`src/rtl/ab_sifting_pkg.sv`:
```
// Shared constants and types for the two-party BB84 sifting block.
// Holds key/address widths, the LFSR polynomial and default seed, the basis
// encoding and the frame FSM state type.
package ab_sifting_pkg;

    localparam int unsigned KEY_W  = 64;
    localparam int unsigned ADDR_W = 15;
    localparam int unsigned BCNT_W = 6;
    localparam int unsigned LFSR_W = 32;

    // x^32 + x^22 + x^2 + x + 1, right-shifting Galois form (taps 32,22,2,1)
    localparam logic [LFSR_W-1:0] LFSR_POLY         = 32'h8020_0003;
    localparam logic [LFSR_W-1:0] LFSR_SEED_DEFAULT = 32'hACE1_2468;

    typedef enum logic {
        BasisZ = 1'b0,
        BasisX = 1'b1
    } basis_e;

    typedef enum logic [1:0] {
        StIdle,
        StRun,
        StFlush,
        StDone
    } state_e;

endpackage

```
`src/rtl/top_ab_sifting_pulse_gen.sv`:
```
// sifting_pulse_gen: raw-pulse source for the sifting block.
// A 32-bit Galois LFSR whose current state is decoded into one pulse:
// Alice bit/basis, Bob basis, Bob detection and Bob bit (with optional
// channel error).
//   clk_i, rst_ni : clock, async active-low reset (loads the seed)
//   load_i        : reload the seed (frame start), takes priority
//   adv_i         : advance the LFSR one step
//   a_bit_o, a_basis_o, b_basis_o, det_o, b_bit_o : decoded pulse fields
module sifting_pulse_gen
    import ab_sifting_pkg::*;
#(
    parameter logic [LFSR_W-1:0] LFSR_SEED = LFSR_SEED_DEFAULT,
    parameter bit                ERR_EN    = 1'b1
) (
    input  logic   clk_i,
    input  logic   rst_ni,
    input  logic   load_i,
    input  logic   adv_i,
    output logic   a_bit_o,
    output basis_e a_basis_o,
    output basis_e b_basis_o,
    output logic   det_o,
    output logic   b_bit_o
);

    logic [LFSR_W-1:0] lfsr_q, lfsr_d;
    logic              err;

    always_comb begin
        lfsr_d = lfsr_q;
        if (load_i) begin
            lfsr_d = LFSR_SEED;
        end else if (adv_i) begin
            lfsr_d = {1'b0, lfsr_q[LFSR_W-1:1]} ^ (lfsr_q[0] ? LFSR_POLY : '0);
        end
    end

    always_ff @(posedge clk_i or negedge rst_ni) begin
        if (!rst_ni) begin
            lfsr_q <= LFSR_SEED;
        end else begin
            lfsr_q <= lfsr_d;
        end
    end

    // Fields are decoded from the current state, so the first pulse of a
    // frame uses the seed itself.
    assign a_bit_o   = lfsr_q[0];
    assign a_basis_o = basis_e'(lfsr_q[1]);
    assign b_basis_o = basis_e'(lfsr_q[2]);
    assign det_o     = (lfsr_q[5:3] != 3'd0);
    assign err       = ERR_EN && (lfsr_q[11:6] == 6'd0);
    assign b_bit_o   = lfsr_q[0] ^ err;

endmodule

```
`src/rtl/top_ab_sifting.sv`:
```
// top_ab_sifting: two-party BB84 sifting for one internally generated frame.
// On a start_switch rising edge, NUM_PULSE pulses are generated; Z-basis
// matches are packed MSB-first into 64-bit words written to the Alice and Bob
// BRAM ports, X-basis matches feed visibility statistics, and finish pulses
// mark the end of the frame.
//   clk, rst_n, start_switch       : clock, async active-low reset, start
//   {A,B}siftedkey_{dina,addra,clka,ena,wea} : BRAM port A write interfaces
//   nvis, A_checkkey_{1,0}, A_compare_{1,0}  : X-basis statistics
//   A_visibility_valid, {A,B}_sifting_finish : end-of-frame pulses
module top_ab_sifting
    import ab_sifting_pkg::*;
#(
    parameter int unsigned       NUM_PULSE          = 65536,
    parameter logic [LFSR_W-1:0] LFSR_SEED          = LFSR_SEED_DEFAULT,
    parameter bit                ERR_EN             = 1'b1,
    parameter int unsigned       NVIS_WIDTH         = 16,
    parameter int unsigned       A_CHECKKEY_1_WIDTH = 16,
    parameter int unsigned       A_CHECKKEY_0_WIDTH = 16,
    parameter int unsigned       COMPARE_1_WIDTH    = 16,
    parameter int unsigned       COMPARE_0_WIDTH    = 16
) (
    input  logic                          clk,
    input  logic                          rst_n,
    input  logic                          start_switch,
    output logic [KEY_W-1:0]              Bsiftedkey_dina,
    output logic [ADDR_W-1:0]             Bsiftedkey_addra,
    output logic                          Bsiftedkey_clka,
    output logic                          Bsiftedkey_ena,
    output logic                          Bsiftedkey_wea,
    output logic [KEY_W-1:0]              Asiftedkey_dina,
    output logic [ADDR_W-1:0]             Asiftedkey_addra,
    output logic                          Asiftedkey_clka,
    output logic                          Asiftedkey_ena,
    output logic                          Asiftedkey_wea,
    output logic [NVIS_WIDTH-1:0]         nvis,
    output logic [A_CHECKKEY_1_WIDTH-1:0] A_checkkey_1,
    output logic [A_CHECKKEY_0_WIDTH-1:0] A_checkkey_0,
    output logic [COMPARE_1_WIDTH-1:0]    A_compare_1,
    output logic [COMPARE_0_WIDTH-1:0]    A_compare_0,
    output logic                          A_visibility_valid,
    output logic                          A_sifting_finish,
    output logic                          B_sifting_finish
);

    localparam int unsigned       PCNT_W     = $clog2(NUM_PULSE + 1);
    localparam logic [PCNT_W-1:0] PULSE_LAST = PCNT_W'(NUM_PULSE - 1);

    state_e                  state_q, state_d;
    logic                    start_q;
    logic [PCNT_W-1:0]       pcnt_q, pcnt_d;
    logic [BCNT_W-1:0]       bcnt_q, bcnt_d;
    logic [KEY_W-1:0]        a_sr_q, a_sr_d, b_sr_q, b_sr_d;
    logic [ADDR_W-1:0]       widx_q, widx_d;
    logic                    wr_q, wr_d;
    logic [KEY_W-1:0]        a_word_q, a_word_d, b_word_q, b_word_d;
    logic [ADDR_W-1:0]       waddr_q, waddr_d;
    logic [NVIS_WIDTH-1:0]         nvis_q, nvis_d;
    logic [A_CHECKKEY_1_WIDTH-1:0] ck1_q, ck1_d;
    logic [A_CHECKKEY_0_WIDTH-1:0] ck0_q, ck0_d;
    logic [COMPARE_1_WIDTH-1:0]    cp1_q, cp1_d;
    logic [COMPARE_0_WIDTH-1:0]    cp0_q, cp0_d;

    logic       start_edge, gen_load, gen_adv;
    logic       a_bit, b_bit, det;
    basis_e     a_basis, b_basis;
    logic [KEY_W-1:0] a_shift, b_shift;

    sifting_pulse_gen #(
        .LFSR_SEED (LFSR_SEED),
        .ERR_EN    (ERR_EN)
    ) u_pulse_gen (
        .clk_i     (clk),
        .rst_ni    (rst_n),
        .load_i    (gen_load),
        .adv_i     (gen_adv),
        .a_bit_o   (a_bit),
        .a_basis_o (a_basis),
        .b_basis_o (b_basis),
        .det_o     (det),
        .b_bit_o   (b_bit)
    );

    // start_q tracks start_switch in every state, so a level held high (or a
    // rise during a frame) never looks like a fresh edge back in StIdle.
    assign start_edge = start_switch & ~start_q;

    always_comb begin
        state_d  = state_q;
        pcnt_d   = pcnt_q;
        bcnt_d   = bcnt_q;
        a_sr_d   = a_sr_q;
        b_sr_d   = b_sr_q;
        widx_d   = widx_q;
        wr_d     = 1'b0;
        a_word_d = a_word_q;
        b_word_d = b_word_q;
        waddr_d  = waddr_q;
        nvis_d   = nvis_q;
        ck1_d    = ck1_q;
        ck0_d    = ck0_q;
        cp1_d    = cp1_q;
        cp0_d    = cp0_q;
        gen_load = 1'b0;
        gen_adv  = 1'b0;
        a_shift  = {a_sr_q[KEY_W-2:0], a_bit};
        b_shift  = {b_sr_q[KEY_W-2:0], b_bit};

        unique case (state_q)
            StIdle: begin
                if (start_edge) begin
                    state_d  = StRun;
                    gen_load = 1'b1;
                    pcnt_d   = '0;
                    bcnt_d   = '0;
                    a_sr_d   = '0;
                    b_sr_d   = '0;
                    widx_d   = '0;
                    nvis_d   = '0;
                    ck1_d    = '0;
                    ck0_d    = '0;
                    cp1_d    = '0;
                    cp0_d    = '0;
                end
            end
            StRun: begin
                gen_adv = 1'b1;
                pcnt_d  = pcnt_q + 1'b1;
                if (pcnt_q == PULSE_LAST) state_d = StFlush;

                if (det && a_basis == BasisZ && b_basis == BasisZ) begin
                    if (bcnt_q == '1) begin
                        wr_d     = 1'b1;
                        a_word_d = a_shift;
                        b_word_d = b_shift;
                        waddr_d  = widx_q;
                        widx_d   = widx_q + 1'b1;  // wraps 32767 -> 0
                        bcnt_d   = '0;
                        a_sr_d   = '0;
                        b_sr_d   = '0;
                    end else begin
                        a_sr_d = a_shift;
                        b_sr_d = b_shift;
                        bcnt_d = bcnt_q + 1'b1;
                    end
                end

                if (det && a_basis == BasisX && b_basis == BasisX) begin
                    if (~&nvis_q) nvis_d = nvis_q + 1'b1;
                    if (a_bit) begin
                        if (~&ck1_q) ck1_d = ck1_q + 1'b1;
                        if (b_bit == a_bit && ~&cp1_q) cp1_d = cp1_q + 1'b1;
                    end else begin
                        if (~&ck0_q) ck0_d = ck0_q + 1'b1;
                        if (b_bit == a_bit && ~&cp0_q) cp0_d = cp0_q + 1'b1;
                    end
                end
            end
            StFlush: begin
                state_d = StDone;
                if (bcnt_q != '0) begin
                    // Partial word: left-align so the first bit sits in bit 63.
                    wr_d     = 1'b1;
                    a_word_d = a_sr_q << (7'd64 - 7'(bcnt_q));
                    b_word_d = b_sr_q << (7'd64 - 7'(bcnt_q));
                    waddr_d  = widx_q;
                    widx_d   = widx_q + 1'b1;
                end
            end
            StDone: begin
                state_d = StIdle;
            end
            default: begin
                state_d = StIdle;
            end
        endcase
    end

    always_ff @(posedge clk or negedge rst_n) begin
        if (!rst_n) begin
            state_q  <= StIdle;
            start_q  <= 1'b0;
            pcnt_q   <= '0;
            bcnt_q   <= '0;
            a_sr_q   <= '0;
            b_sr_q   <= '0;
            widx_q   <= '0;
            wr_q     <= 1'b0;
            a_word_q <= '0;
            b_word_q <= '0;
            waddr_q  <= '0;
            nvis_q   <= '0;
            ck1_q    <= '0;
            ck0_q    <= '0;
            cp1_q    <= '0;
            cp0_q    <= '0;
        end else begin
            state_q  <= state_d;
            start_q  <= start_switch;
            pcnt_q   <= pcnt_d;
            bcnt_q   <= bcnt_d;
            a_sr_q   <= a_sr_d;
            b_sr_q   <= b_sr_d;
            widx_q   <= widx_d;
            wr_q     <= wr_d;
            a_word_q <= a_word_d;
            b_word_q <= b_word_d;
            waddr_q  <= waddr_d;
            nvis_q   <= nvis_d;
            ck1_q    <= ck1_d;
            ck0_q    <= ck0_d;
            cp1_q    <= cp1_d;
            cp0_q    <= cp0_d;
        end
    end

    assign Asiftedkey_dina  = a_word_q;
    assign Asiftedkey_addra = waddr_q;
    assign Asiftedkey_clka  = clk;
    assign Asiftedkey_ena   = wr_q;
    assign Asiftedkey_wea   = wr_q;
    assign Bsiftedkey_dina  = b_word_q;
    assign Bsiftedkey_addra = waddr_q;
    assign Bsiftedkey_clka  = clk;
    assign Bsiftedkey_ena   = wr_q;
    assign Bsiftedkey_wea   = wr_q;

    assign nvis         = nvis_q;
    assign A_checkkey_1 = ck1_q;
    assign A_checkkey_0 = ck0_q;
    assign A_compare_1  = cp1_q;
    assign A_compare_0  = cp0_q;

    assign A_visibility_valid = (state_q == StDone);
    assign A_sifting_finish   = (state_q == StDone);
    assign B_sifting_finish   = (state_q == StDone);

endmodule

```
`config.mk`:
```
export PLATFORM = sky130hd
export DESIGN_NAME = top_ab_sifting
export DESIGN_NICKNAME = d
export VERILOG_FILES = /design/src/rtl/ab_sifting_pkg.sv /design/src/rtl/top_ab_sifting_pulse_gen.sv /design/src/rtl/top_ab_sifting.sv
export SDC_FILE = /design/constraint.sdc
export NUM_CORES = 1
export LEC_CHECK = 0
export CAP_MARGIN = 25
export CELL_PAD_IN_SITES_DETAIL_PLACEMENT = 2
export CELL_PAD_IN_SITES_GLOBAL_PLACEMENT = 2
export CORE_UTILIZATION = 40
export DETAILED_ROUTE_END_ITERATION = 6
export MAX_ROUTING_LAYER = met4
export PLACE_DENSITY = 0.95
export SYNTH_ARGS = -nofsm -noshare
export SYNTH_HDL_FRONTEND = slang
export SYNTH_SLANG_ARGS = --single-unit
```
`constraint.sdc`:
```
create_clock -name clk -period 5.8 [get_ports clk]
set_clock_uncertainty 0.1 [all_clocks]
set_input_delay 1.16 -clock clk [delete_from_list [all_inputs] [get_ports clk]]
set_output_delay 1.16 -clock clk [all_outputs]
set_load 0.1 [all_outputs]
```
; ---- After elaboration in Yosys (flattened, before gate mapping)
; Cells that the tools add are included.
[totals]
regBits = 425
latchBits = 0
ram_bits = 0
romBits = 0
in_bits = 3
output_inout_bits = 247
n_memories = 0
[op_classes]
add_sub_neg = 9
multipliers = 0
n_div = 0
order_cmp = 0
eq_ne = 19
n_shift = 2
muxes = 63
n_bitwise = 6
reduce_logical = 31
[ops]
columns = operator, n
row1 = $mux 64, 11
row2 = $pmux 64 s2, 4
row3 = $mux 16, 15
row4 = $pmux 16 s2, 5
row5 = $shl 64x7->64, 2
row6 = $mux 15, 7
row7 = $mux 32, 3
row8 = $add 16x1->16 const B, 5
row9 = $reduce_and 16->1, 5
row10 = $pmux 15 s3, 1
row11 = $pmux 17 s2, 1
row12 = $xor 31x32->32, 1
row13 = $pmux 15 s2, 1
row14 = $reduce_and 5->1, 5
row15 = $ne 2x2->1 const B, 12
row16 = $mux 6, 3
row17 = $add 17x1->17 const B, 1
row18 = $eq 17x16->1 const B, 1
row19 = $mux 17, 1
row20 = $add 15x1->15 const B, 1
row21 = $pmux 6 s2, 1
row22 = $pmux 2 s4, 1
row23 = $reduce_and 4->1, 2
row24 = $sub 7x6->7 const A, 1
row25 = other kinds (21), 40

; ---- Depth between registers and ports, before layout
[depth]
depth_word = 8
ltp_mapped = 18

; ---- Modules after synthesis
; From an unflattened synthesis, not the netlist that was laid out.
[unflattened]
cells_unflattened = 2754
area_unflattened_um2 = 27398.8
[by_module_without_submodules]
columns = mod, instances, cells_per_inst, area_each_um2, seq_area_each_um2
row1 = top_ab_sifting, 1, 2641, 26027.5, 9834.4
row2 = sifting_pulse_gen, 1, 113, 1371.3, 817.0

==> metrics list <==
* Slack of the worst reg-to-reg path: 1.29 ns
- Fraction of post-synthesis cell area in the top cell type by area: 37.6%
* Final Net Count: 3142
- For this run, design rule violations remaining after detail routing come to 0.
* Synth area leader: sky130_fd_sc_hd__dfrtp_1
- Placer's final routability congestion estimate: 0.983
- The die is 264 um wide.
* Final setup viols: 0
* Critical Path AT: around 4.1 ns
* Setup repair after global routing missed its margin: false
- R2R Path Start: bcnt_q[0]
- Summing internal, switching and leakage power gives 23.1 mW.
* Worst Hold Class: input pin to async pin
- The post-route netlist has a little under an eighth of its cells at a drive strength greater than 1.
- Among all cell types in the netlist, the one instantiated most often is sky130_fd_sc_hd__nand2_1.
- Starting DRT DRC Count: 2962
- Syn avg cell area: 9.11 um2
* Std-Cell Core Area: 67500 um2
- Post-detailed-routing wire length: 146 mm
- Port-buffer cells: 249
- Final HPWL from detailed placement: ~93 mm
* Min Hold Slack: 0.353 ns
* PostCTS Resize Cnt: 0
* Rel. slew slack: between 15 and 20%
* Endpoint of the worst register-to-register path: Asiftedkey_dina[31]
* Count of final hold-check violations: 0
* I/O pins: 250
* Number of detailed-routing iterations run before antenna repair: 5
- Yosys mapped a number of flops with a built-in enable equal to 0.
- The die covers approximately 70000 um2.
* Static power due to leakage: 13.7 nW
- Flops & latches, synth: 425
- Worst slack at placement: 0.700 ns
* Final cell count without fillers: 4043
- The Yosys step of the flow raised 0 warnings.
* Kind of capture point of the worst setup path: output pin
* Worst Max-Slew Pin Slew: 1.20 ns
* Post-synthesis cell type count: 86
- The critical path is of the clock port to output pin type.
* Post-Place Cells: around 4000
- After synthesis, the most frequently instantiated cells are sky130_fd_sc_hd__nand2_1 (420), sky130_fd_sc_hd__dfrtp_1 (412), sky130_fd_sc_hd__nor2_1 (302).
- Antenna violations before repair: 9
- Via count: 28100
* Clock latency on the worst-skew pair: approximately 0.77 ns
- Total Negative Setup Slacks: 0 ns
- Initial Util: 40.6%
* Cell types occupying the most area after synthesis: sky130_fd_sc_hd__dfrtp_1 (38%), sky130_fd_sc_hd__mux2i_1 (11%), sky130_fd_sc_hd__nand2_1 (5.8%), sky130_fd_sc_hd__mux4_2 (4.2%), sky130_fd_sc_hd__nor2_1 (4.1%)
- The run finished with clean final reports.
- Counting every net in the synthesized netlist gives 3023.
* Top_reg_cell synth: sky130_fd_sc_hd__dfrtp_1
- Remaining antenna violation count: 0
- Crit-path max FO: 2
* Data required time at the worst endpoint: 4.54 ns
* Final critical-path setup slack: 0.407 ns
- The first global-routing pass estimated 211 mm of wire.
* Peak VDD IR: around 0.00076 V
- GR Util All Layers: a little over two fifths
- Largest net degree at the start of global routing: 139
- R2R cell count: 8
- Power density relative to cell area: 714 nW/um2
* Mean routed wirelength per cell: 36.0 um
* Via count of the first global-routing pass: ~30000
* Count of mapped cells out of synthesis: about 3000
* Sequential-to-total area share from yosys stat: about two fifths
- Once the clock tree was built, the setup fixing pass inserted 0 buffers.
* Clock-pin transition on the worst setup and hold timing paths: 0.08 ns
* Synthesis-to-finish area growth: 18.2%
- The die is approximately 260 um tall.
* Sort of element at the start of the critical path: clock port
- The number of max-slew violations in the final report was 0.
- Standard-cell row count: 95
- The synthesized netlist occupies a cell area of 27400 um2.
- Max_cap viols: 0
- Buffers inserted to repair hold after CTS numbered 0.
* Proportion of synthesized flip-flops having asynchronous set or reset: 100%
* Leftover overflow at the end of global routing: 0
- After filler insertion, the fill cell instance count of the layout stands at 7000.
- TritonCTS built the clock tree.
* Number of vias per cell: 6.96
-- report_power, final --
| part | switching [mW] | internal [mW] |
|---|---|---|
| logic | 11.0 | 3.74 |
| registers | 0.862 | 3.68 |
| clock network | 1.68 | 2.11 |
| total | 13.6 | 9.53 |
-- state kept, by name, summed over array words and instances, names as in the netlist --
name                cells
Asiftedkey_addra       15
Bsiftedkey_dina        64
A_compare_1            16
u_pulse_gen.lfsr_q     32
Asiftedkey_dina        64
a_sr_q                 64
start_q                 1
b_sr_q                 64
widx_q                 15
bcnt_q                  6
A_checkkey_0           16
pcnt_q                 17
nvis                   16
Asiftedkey_ena          1
state_q                 2
A_compare_0            16
A_checkkey_1           16
-- layout by cell type (no fill, tap or decap), drive strengths merged, types with 7 or more instances in the layout --
cell           netlist  final
mux2i              288    288
o22ai               29     29
clkinv               0     14
nand2b              13     13
nor3                33     33
xor2                52     52
and3                30     30
o21ai              179    179
dfstp               13     13
a221o               11     11
xnor2               36     36
clkdlybuf4s50        0    248
clkbuf             128     79
o211ai              26     26
o221ai              21     21
mux4                51     51
o32a                 7      7
inv                 42     44
dfrtp              412    412
nand2              420    420
nor2               304    304
a2bb2oi              9      9
o31ai               26     26
buf                138     78
and4                 7      7
a211oi              23     23
ha                  15     15
nand4               28     28
o22a                17     17
mux2                89     89
a221oi              73     73
o21a                14     14
a22oi               17     17
nand3              188    188
or3                 22     22
a31oi               19     19
a21oi              130    130
-- area by class of cell --
| class | instances | area, um2 | area share [%] |
|---|---|---|---|
| Clock buffer | 79 | 1600 | 4.94 |
| Multi-Input combinational cell | 2272 | 15400 | 47.6 |
| Antenna cell | 5 | 12.5 | 0.0386 |
| Tap cell | 873 | 1090 | 3.37 |
| Sequential cell | 425 | 10700 | 32.9 |
| Inverter | 42 | 160 | 0.495 |
| Timing Repair Buffer | 326 | 3200 | 9.87 |
| Clock inverter | 21 | 267 | 0.823 |
-- worst max-delay path, cell delays in order --
cell,delay [ns]
sky130_fd_sc_hd__clkbuf_16,0.13
sky130_fd_sc_hd__clkbuf_16,0.13
sky130_fd_sc_hd__clkdlybuf4s50_1,0.97
-- through the flow --
| step | area (um2) | util, % |
|---|---|---|
| floorplan | 27400 | - |
| global placement | 30400 | 45.1 |
| detailed placement | 30500 | 45.1 |
| CTS | 32300 | 47.9 |
| global route | 32400 | 48.0 |
| finish | 32400 | 48.0 |
-- how the worst max path moves through the flow --
| stage | startpoint | end | slack [ns] |
|---|---|---|---|
| 3_3_place_gp | clk | Asiftedkey_clka | 0.70 |
| 3_5_place_dp | clk | Asiftedkey_clka | 0.70 |
| 6_report | clk | Bsiftedkey_clka | 0.41 |
| 2_1_floorplan | clk | Asiftedkey_clka | 1.43 |
| 4_1_cts | clk | Bsiftedkey_clka | 0.39 |
| 5_1_grt | clk | Bsiftedkey_clka | 0.39 |
-- logic make-up after synthesis --
group,after synthesis,share of synthesized area (%)
and+or+nand+nor,1080,17.3
AOI/OAI and AO/OA,661,16.3
muxes,428,18.4
DFF,425,38.9
buffers and inverters,308,5.37
xor gates and xnor gates,88,3.07
adders and majority gates,15,0.685
-- per-layer routing --
layer / GRT usage [%] / share of wire [%] / up-vias
met5: - / 0 / -
met4: 26.2 / 7.4 / 0
met3: 8.49 / 7.5 / 599
met2: 66.2 / 47 / 1616
met1: 48.2 / 38 / 14800
li1: - / - / 11200
Note: power is estimated with default switching activity, not from simulation.
